### src/rtl/qu_common_pkg.sv
// Shared decode-stage types: instruction classes, the decoded beat layout
// and the RV32I decode function used by qu_decode_stage.
package qu_common_pkg;

    localparam int QU_PC_WIDTH = 12;

    typedef logic [31:0] instr_t;

    typedef enum logic [3:0] {
        CLS_R       = 4'd0,
        CLS_I       = 4'd1,
        CLS_LOAD    = 4'd2,
        CLS_STORE   = 4'd3,
        CLS_BRANCH  = 4'd4,
        CLS_JAL     = 4'd5,
        CLS_JALR    = 4'd6,
        CLS_LUI     = 4'd7,
        CLS_AUIPC   = 4'd8,
        CLS_SYSTEM  = 4'd9,
        CLS_CSR     = 4'd10,
        CLS_FENCE   = 4'd11,
        CLS_ILLEGAL = 4'd12
    } instr_class_t;

    localparam logic [6:0] OP_OP     = 7'b0110011;
    localparam logic [6:0] OP_IMM    = 7'b0010011;
    localparam logic [6:0] OP_LOAD   = 7'b0000011;
    localparam logic [6:0] OP_STORE  = 7'b0100011;
    localparam logic [6:0] OP_BRANCH = 7'b1100011;
    localparam logic [6:0] OP_JAL    = 7'b1101111;
    localparam logic [6:0] OP_JALR   = 7'b1100111;
    localparam logic [6:0] OP_LUI    = 7'b0110111;
    localparam logic [6:0] OP_AUIPC  = 7'b0010111;
    localparam logic [6:0] OP_SYSTEM = 7'b1110011;
    localparam logic [6:0] OP_FENCE  = 7'b0001111;

    localparam logic [6:0] F7_ZERO   = 7'b0000000;
    localparam logic [6:0] F7_ALT    = 7'b0100000;

    typedef struct packed {
        instr_class_t cls;
        logic [2:0]   funct3;
        logic         alt;
        logic [4:0]   rd;
        logic [4:0]   rs1;
        logic [4:0]   rs2;
        logic [31:0]  imm;
        logic [11:0]  csr;
        logic         rd_we;
        logic         illegal;
    } decoded_t;

    // Splits one instruction word into its decoded fields. Illegal words still
    // produce raw fields, but the class is forced to CLS_ILLEGAL and rd_we is
    // cleared so nothing downstream can commit them.
    function automatic decoded_t decode_instr(input instr_t instr,
                                              input logic   enable_csr,
                                              input logic   enable_fencei);
        decoded_t     d;
        logic [6:0]   opcode;
        logic [2:0]   funct3;
        logic [6:0]   funct7;
        logic [31:0]  imm_i;
        logic [31:0]  imm_s;
        logic [31:0]  imm_b;
        logic [31:0]  imm_u;
        logic [31:0]  imm_j;
        logic [31:0]  imm;
        instr_class_t cls;
        logic         legal;
        logic         writes_rd;
        logic         keep_rd;

        opcode = instr[6:0];
        funct3 = instr[14:12];
        funct7 = instr[31:25];

        imm_i = {{20{instr[31]}}, instr[31:20]};
        imm_s = {{20{instr[31]}}, instr[31:25], instr[11:7]};
        imm_b = {{19{instr[31]}}, instr[31], instr[7], instr[30:25], instr[11:8], 1'b0};
        imm_u = {instr[31:12], 12'h000};
        imm_j = {{11{instr[31]}}, instr[31], instr[19:12], instr[20], instr[30:21], 1'b0};

        d         = '0;
        imm       = '0;
        cls       = CLS_ILLEGAL;
        legal     = 1'b0;
        writes_rd = 1'b0;
        keep_rd   = 1'b1;

        case (opcode)
            OP_OP: begin
                cls       = CLS_R;
                writes_rd = 1'b1;
                legal     = (funct7 == F7_ZERO) ||
                            ((funct7 == F7_ALT) && ((funct3 == 3'b000) || (funct3 == 3'b101)));
            end
            OP_IMM: begin
                cls       = CLS_I;
                writes_rd = 1'b1;
                imm       = imm_i;
                case (funct3)
                    3'b001:  legal = (funct7 == F7_ZERO);
                    3'b101:  legal = (funct7 == F7_ZERO) || (funct7 == F7_ALT);
                    default: legal = 1'b1;
                endcase
            end
            OP_LOAD: begin
                cls       = CLS_LOAD;
                writes_rd = 1'b1;
                imm       = imm_i;
                legal     = !((funct3 == 3'b011) || (funct3 == 3'b110) || (funct3 == 3'b111));
            end
            OP_STORE: begin
                cls     = CLS_STORE;
                keep_rd = 1'b0;
                imm     = imm_s;
                legal   = (funct3 <= 3'b010);
            end
            OP_BRANCH: begin
                cls     = CLS_BRANCH;
                keep_rd = 1'b0;
                imm     = imm_b;
                legal   = (funct3 != 3'b010) && (funct3 != 3'b011);
            end
            OP_JAL: begin
                cls       = CLS_JAL;
                writes_rd = 1'b1;
                imm       = imm_j;
                legal     = 1'b1;
            end
            OP_JALR: begin
                cls       = CLS_JALR;
                writes_rd = 1'b1;
                imm       = imm_i;
                legal     = (funct3 == 3'b000);
            end
            OP_LUI: begin
                cls       = CLS_LUI;
                writes_rd = 1'b1;
                imm       = imm_u;
                legal     = 1'b1;
            end
            OP_AUIPC: begin
                cls       = CLS_AUIPC;
                writes_rd = 1'b1;
                imm       = imm_u;
                legal     = 1'b1;
            end
            OP_FENCE: begin
                cls     = CLS_FENCE;
                keep_rd = 1'b0;
                imm     = imm_i;
                legal   = (funct3 == 3'b000) || ((funct3 == 3'b001) && enable_fencei);
            end
            OP_SYSTEM: begin
                if (funct3 == 3'b000) begin
                    cls     = CLS_SYSTEM;
                    keep_rd = 1'b0;
                    imm     = imm_i;
                    legal   = ((instr[31:20] == 12'h000) || (instr[31:20] == 12'h001)) &&
                              (instr[11:7] == 5'd0) && (instr[19:15] == 5'd0);
                end else begin
                    cls       = CLS_CSR;
                    writes_rd = 1'b1;
                    imm       = funct3[2] ? {27'd0, instr[19:15]} : imm_i;
                    legal     = (funct3 != 3'b100) && enable_csr;
                end
            end
            default: begin
                legal = 1'b0;
            end
        endcase

        d.cls     = legal ? cls : CLS_ILLEGAL;
        d.funct3  = funct3;
        d.alt     = instr[30];
        d.rd      = keep_rd ? instr[11:7] : 5'd0;
        d.rs1     = instr[19:15];
        d.rs2     = instr[24:20];
        d.imm     = imm;
        d.csr     = instr[31:20];
        d.rd_we   = writes_rd && legal && (instr[11:7] != 5'd0);
        d.illegal = !legal;
        return d;
    endfunction

endpackage

### src/rtl/qu_skid_buffer.sv
// Two-entry valid/ready buffer: an output register plus one skid register,
// so in_ready comes straight from a flop and never from out_ready.
module qu_skid_buffer #(
    parameter int WIDTH = 8
) (
    input  logic             clk,
    input  logic             rst,
    input  logic             flush,
    input  logic             in_valid,
    output logic             in_ready,
    input  logic [WIDTH-1:0] in_data,
    output logic             out_valid,
    input  logic             out_ready,
    output logic [WIDTH-1:0] out_data
);

    logic             out_valid_q;
    logic             out_valid_d;
    logic [WIDTH-1:0] out_data_q;
    logic [WIDTH-1:0] out_data_d;
    logic             skid_valid_q;
    logic             skid_valid_d;
    logic [WIDTH-1:0] skid_data_q;
    logic [WIDTH-1:0] skid_data_d;
    logic             in_ready_q;
    logic             in_ready_d;
    logic             accept;
    logic             out_free;

    assign accept   = in_valid & in_ready_q;
    assign out_free = !out_valid_q | out_ready;

    // Next state: the skid entry always drains ahead of new input to keep FIFO order.
    always_comb begin
        out_valid_d  = out_valid_q;
        out_data_d   = out_data_q;
        skid_valid_d = skid_valid_q;
        skid_data_d  = skid_data_q;

        if (out_free) begin
            if (skid_valid_q) begin
                out_valid_d  = 1'b1;
                out_data_d   = skid_data_q;
                skid_valid_d = 1'b0;
            end else begin
                out_valid_d = accept;
                if (accept) begin
                    out_data_d = in_data;
                end
            end
        end else if (accept) begin
            skid_valid_d = 1'b1;
            skid_data_d  = in_data;
        end

        if (flush) begin
            out_valid_d  = 1'b0;
            skid_valid_d = 1'b0;
        end

        in_ready_d = !skid_valid_d;
    end

    // State registers; reset clears data too so idle outputs read as zero.
    always_ff @(posedge clk) begin
        if (rst) begin
            out_valid_q  <= 1'b0;
            out_data_q   <= '0;
            skid_valid_q <= 1'b0;
            skid_data_q  <= '0;
            in_ready_q   <= 1'b0;
        end else begin
            out_valid_q  <= out_valid_d;
            out_data_q   <= out_data_d;
            skid_valid_q <= skid_valid_d;
            skid_data_q  <= skid_data_d;
            in_ready_q   <= in_ready_d;
        end
    end

    assign in_ready  = in_ready_q;
    assign out_valid = out_valid_q;
    assign out_data  = out_data_q;

endmodule

### src/rtl/qu_decode_stage.sv
// RV32I decode stage: decodes the incoming fetch beat combinationally and
// registers the result together with its pc through a 2-entry skid buffer.
module qu_decode_stage
    import qu_common_pkg::*;
#(
    parameter int   PC_WIDTH      = QU_PC_WIDTH,
    parameter logic ENABLE_CSR    = 1'b1,
    parameter logic ENABLE_FENCEI = 1'b1
) (
    input  logic                clk,
    input  logic                rst,
    input  logic                flush,
    input  logic                in_valid,
    output logic                in_ready,
    input  logic [PC_WIDTH-1:0] in_pc,
    input  logic [31:0]         in_instr,
    output logic                out_valid,
    input  logic                out_ready,
    output logic [PC_WIDTH-1:0] out_pc,
    output logic [3:0]          out_class,
    output logic [2:0]          out_funct3,
    output logic                out_alt,
    output logic [4:0]          out_rd,
    output logic [4:0]          out_rs1,
    output logic [4:0]          out_rs2,
    output logic [31:0]         out_imm,
    output logic [11:0]         out_csr,
    output logic                out_rd_we,
    output logic                out_illegal
);

    localparam int DEC_W = $bits(decoded_t);
    localparam int BUF_W = DEC_W + PC_WIDTH;

    decoded_t         in_dec;
    decoded_t         out_dec;
    logic [BUF_W-1:0] buf_in;
    logic [BUF_W-1:0] buf_out;

    assign in_dec = decode_instr(in_instr, ENABLE_CSR, ENABLE_FENCEI);
    assign buf_in = {in_pc, in_dec};

    qu_skid_buffer #(
        .WIDTH (BUF_W)
    ) u_skid (
        .clk       (clk),
        .rst       (rst),
        .flush     (flush),
        .in_valid  (in_valid),
        .in_ready  (in_ready),
        .in_data   (buf_in),
        .out_valid (out_valid),
        .out_ready (out_ready),
        .out_data  (buf_out)
    );

    assign out_dec     = buf_out[DEC_W-1:0];
    assign out_pc      = buf_out[BUF_W-1 -: PC_WIDTH];
    assign out_class   = out_dec.cls;
    assign out_funct3  = out_dec.funct3;
    assign out_alt     = out_dec.alt;
    assign out_rd      = out_dec.rd;
    assign out_rs1     = out_dec.rs1;
    assign out_rs2     = out_dec.rs2;
    assign out_imm     = out_dec.imm;
    assign out_csr     = out_dec.csr;
    assign out_rd_we   = out_dec.rd_we;
    assign out_illegal = out_dec.illegal;

endmodule

### config.mk
export PLATFORM = sky130hd
export DESIGN_NAME = qu_decode_stage
export DESIGN_NICKNAME = d
export VERILOG_FILES = /design/src/rtl/qu_common_pkg.sv /design/src/rtl/qu_skid_buffer.sv /design/src/rtl/qu_decode_stage.sv
export SDC_FILE = /design/constraint.sdc
export NUM_CORES = 1
export LEC_CHECK = 0
export BUFFER_PORTS_ARGS = -buffer_cell sky130_fd_sc_hd__buf_4
export CAP_MARGIN = 10
export CORE_ASPECT_RATIO = 0.5
export CORE_MARGIN = 4
export CORE_UTILIZATION = 40
export DETAILED_ROUTE_END_ITERATION = 6
export GPL_TIMING_DRIVEN = 0
export HOLD_SLACK_MARGIN = 0.08
export PLACE_DENSITY_LB_ADDON = 0.08
export SLEW_MARGIN = 30
export SYNTH_ARGS = -nofsm -noshare
export SYNTH_HDL_FRONTEND = slang
export SYNTH_HIERARCHICAL = 1
export SYNTH_SLANG_ARGS = --single-unit
export TNS_END_PERCENT = 10
### constraint.sdc
create_clock -name clk -period 7.1 [get_ports clk]
set_input_delay 1.775 -clock clk [delete_from_list [all_inputs] [get_ports clk]]
set_output_delay 1.775 -clock clk [all_outputs]
set_load 0.05 [all_outputs]
==> run_results.csv <==
group,metric,value,unit
drt,drc_errors,0,
timing,final.setup.worst_slack,3.52,ns
clocking,cts_resized,0,
pwr,p_leak,3.54,nW
grt,grt_util_all_layers,22.0,%
placement,place.detailed.hpwl,18.4,mm
yosys,synth_edf_count,0,
drt,wl,25.5,mm
yosys,yosys.cell_types.count,55,
timing,final-max-slew-violation-count,0,
layout,layout-drive-gt1-share,26.1,%
min_path,min_path_type,"reg2reg",
layout,synthToLayoutAreaGrowth,22.6,%
yosys,synth_seq_cells,165,
grt,gr-total-overflow,0,
yosys,synthSimpleGateAreaFrac,15.4,%
layout,mostFrequentLayoutCells,"nand2_1, a21oi_1, dfxtp_1",
yosys,avgSynthCellArea,8.79,um^2
die,io-pin-count,132,
yosys,synth-xor-area-share,0.215,%
die,rows,36,
yosys,synth_compound_area_share,28.2,%
placement,portBuffers,129,
timing,period_minus_slack,3.58,ns
drt,vias,7329,
clocking,cts_hold_buffers,0,
worst_setup_path,worstPathMaxFanout,10,
yosys,seq_area_frac_synth,40.6,%
drt,avgViaCountPerCell,5.42,
yosys,synth_fa_ha_area_share,0,%
yosys,ys.warnings.count,6,
worst_setup_path,path_cells,"buf_4 -> clkbuf_1 -> or4_1 -> a21oi_1 -> o21ai_1 -> nand2_1 -> mux2i_1 -> a211oi_2",
clocking,cts_setup_buffers,0,
drt,first_pass_iters,5,
timing,rsz0062_at_grt,"false",
clocking,root_buffer,"clkbuf_16",
die,initial_core_util,41.3,%
worst_setup_path,slowest_stage,"or4_1",
clocking,cts.sinks,165,
timing,fin_setup_tns,0,ns
grt,grt_pass1_vias,6894,
drt,initialDrtViolationCount,595,
worst_setup_path,crit_required,7.44,ns
worst_setup_path,crit_type,"in2reg",
worst_setup_path,worstPathArrival,3.92,ns
timing,finalCritPeriodShare,50.5,%
status,status,"complete, no violations",
yosys,synthCells,926,
die,core_area,19700,um^2
clocking,cts_tree,"built",
worst_setup_path,critPathBufInv,2,
layout,final_nets,1123,
yosys,synth_ff_type,"dfxtp_1",
yosys,muxShareOfSynthArea,9.96,%
timing,hold_violations,0,
die,die_w,210,um
layout,antennaDiodeCount,0,
worst_setup_path,endpoint_kind,"flip-flop",
worst_setup_path,slowest_delay,0.57,ns
drt,ant_nets,0,
die,die_area,22800,um^2
layout,final_common_cell,"nand2_1",
yosys,syn-num-nets,975,
yosys,syn_area,8140,um^2
worst_setup_path,crit_family,"compound AO/OA/AOI/OAI gates",
drt,drt-wirelength-per-cell,18.9,um
clocking,clock_latency,0.42,ns
run,drv_cap,0,
clocking,cts_buffers,17,
die,die_h,109,um
grt,antenna_found_initial,2,
clocking,h-tree-depth,4,
timing,max_freq,0.279,GHz
grt,grt_pass1_wl,39.6,mm
worst_setup_path,cp-start-kind,"primary input",
timing,slew_headroom,38.6,%
timing,skew,0.00751,ns
pwr,vdd_drop_max,137,uV
placement,place_ws,3.11,ns
timing,setup_viol,0,
timing,worst_slew_pin_slew,0.921,ns
clocking,max-clock-path-buffers,2,
yosys,synth_top_family_by_area,"compound AO/OA/AOI/OAI gates",
clocking,path_clk_slew,0.06,ns
grt,grt_max_degree,17,
yosys,synthArstFlopShare,0,%
pwr,power_per_cell_area,224,nW/um^2
placement,gp_congestion,0.897,
==> logic make-up (layout without fill, tap and decap cells) <==
group	Yosys count	count (layout)
xor+xnor	2	2
simple gates	280	280
flops	165	165
mux	81	81
compound gates	307	307
buf+inv	91	251
==> state kept, by name, indices dropped and copies added, names as in the netlist <==
register             count
u_skid/out_data         81
u_skid/out_valid         1
u_skid/skid_valid_q      1
u_skid/in_ready          1
u_skid/skid_data_q      81
==> worst register-to-register path, delay by kind of cell, from the launching register on <==
kind	cells	cell delay, ns
DFF	1	0.35
and+or+nand+nor	2	0.24
buffers and inverters	2	0.78
AOI/OAI and AO/OA	1	0.19
==> through the flow <==
step | cells | total power, W | hold slack (ns) | utilization, % | cell area (um^2)
after floorplan | 926 | 0.00125 | 0.436 | - | 8140
final | 1352 | 0.00223 | 0.455 | 50.6 | 9980
after global routing | 1352 | 0.00231 | 0.467 | 50.6 | 9980
after detailed placement | 1321 | 0.00138 | 0.446 | 47.9 | 9440
after global placement | 1321 | 0.00138 | 0.441 | 47.9 | 9440
after CTS | 1352 | 0.00225 | 0.455 | 50.6 | 9980
==> power breakdown <==
part           switching [W]  internal [W]
Combinational       0.000261      0.000124
Sequential         0.0000177      0.000958
Clock               0.000383      0.000489
Total               0.000662       0.00157
==> area by class of cell <==
type,instances,area [um^2]
Buffer,87,453
Clock buffer,22,454
Clock inverter,9,81.3
Fill cell,1913,9750
Inverter,4,15.0
Multi-Input combinational cell,670,4370
Sequential cell,165,3300
Tap cell,266,333
Timing Repair Buffer,129,968
==> metal layers <==
metal	vias up	routed length [um]	global-route usage (%)
li1	3598	-	-
met1	3516	13000	33.4
met2	202	10800	32.4
met3	13	1530	4.25
met4	0	176	4.42
met5	-	0	0
==> cells in the mapped netlist, types with 5 or more instances <==
| library cell | instances | area, um^2 |
|---|---|---|
| a211oi_2 | 80 | 1000 |
| nor3_1 | 10 | 50.1 |
| a21o_1 | 16 | 120 |
| buf_2 | 26 | 130 |
| nor2b_1 | 13 | 81.3 |
| nor2_1 | 19 | 71.3 |
| a22o_1 | 5 | 43.8 |
| nand2b_1 | 6 | 37.5 |
| nand2_1 | 191 | 717 |
| mux2i_1 | 81 | 811 |
| clkbuf_1 | 47 | 176 |
| buf_6 | 12 | 135 |
| o21ai_0 | 5 | 25.0 |
| nor4_1 | 5 | 31.3 |
| and2_1 | 9 | 56.3 |
| dfxtp_1 | 165 | 3300 |
| a21oi_1 | 173 | 866 |
| nand3_1 | 6 | 30.0 |
==> path summary, 6_finish.rpt <==
| check | startpoint | to | slack [ns] | cells past startpoint |
|---|---|---|---|---|
| hold / removal | u_skid/skid_data_q[76] | u_skid/skid_data_q[76] | 0.45 | 2 |
| setup reg to reg | u_skid/in_ready | u_skid/skid_data_q[33] | 5.45 | 5 |
| hold reg to reg | u_skid/skid_data_q[76] | u_skid/skid_data_q[76] | 0.45 | 2 |
| setup / recovery | in_instr[4] | u_skid/out_data[33] | 3.52 | 8 |
Note: power is estimated with default switching activity, not from simulation.
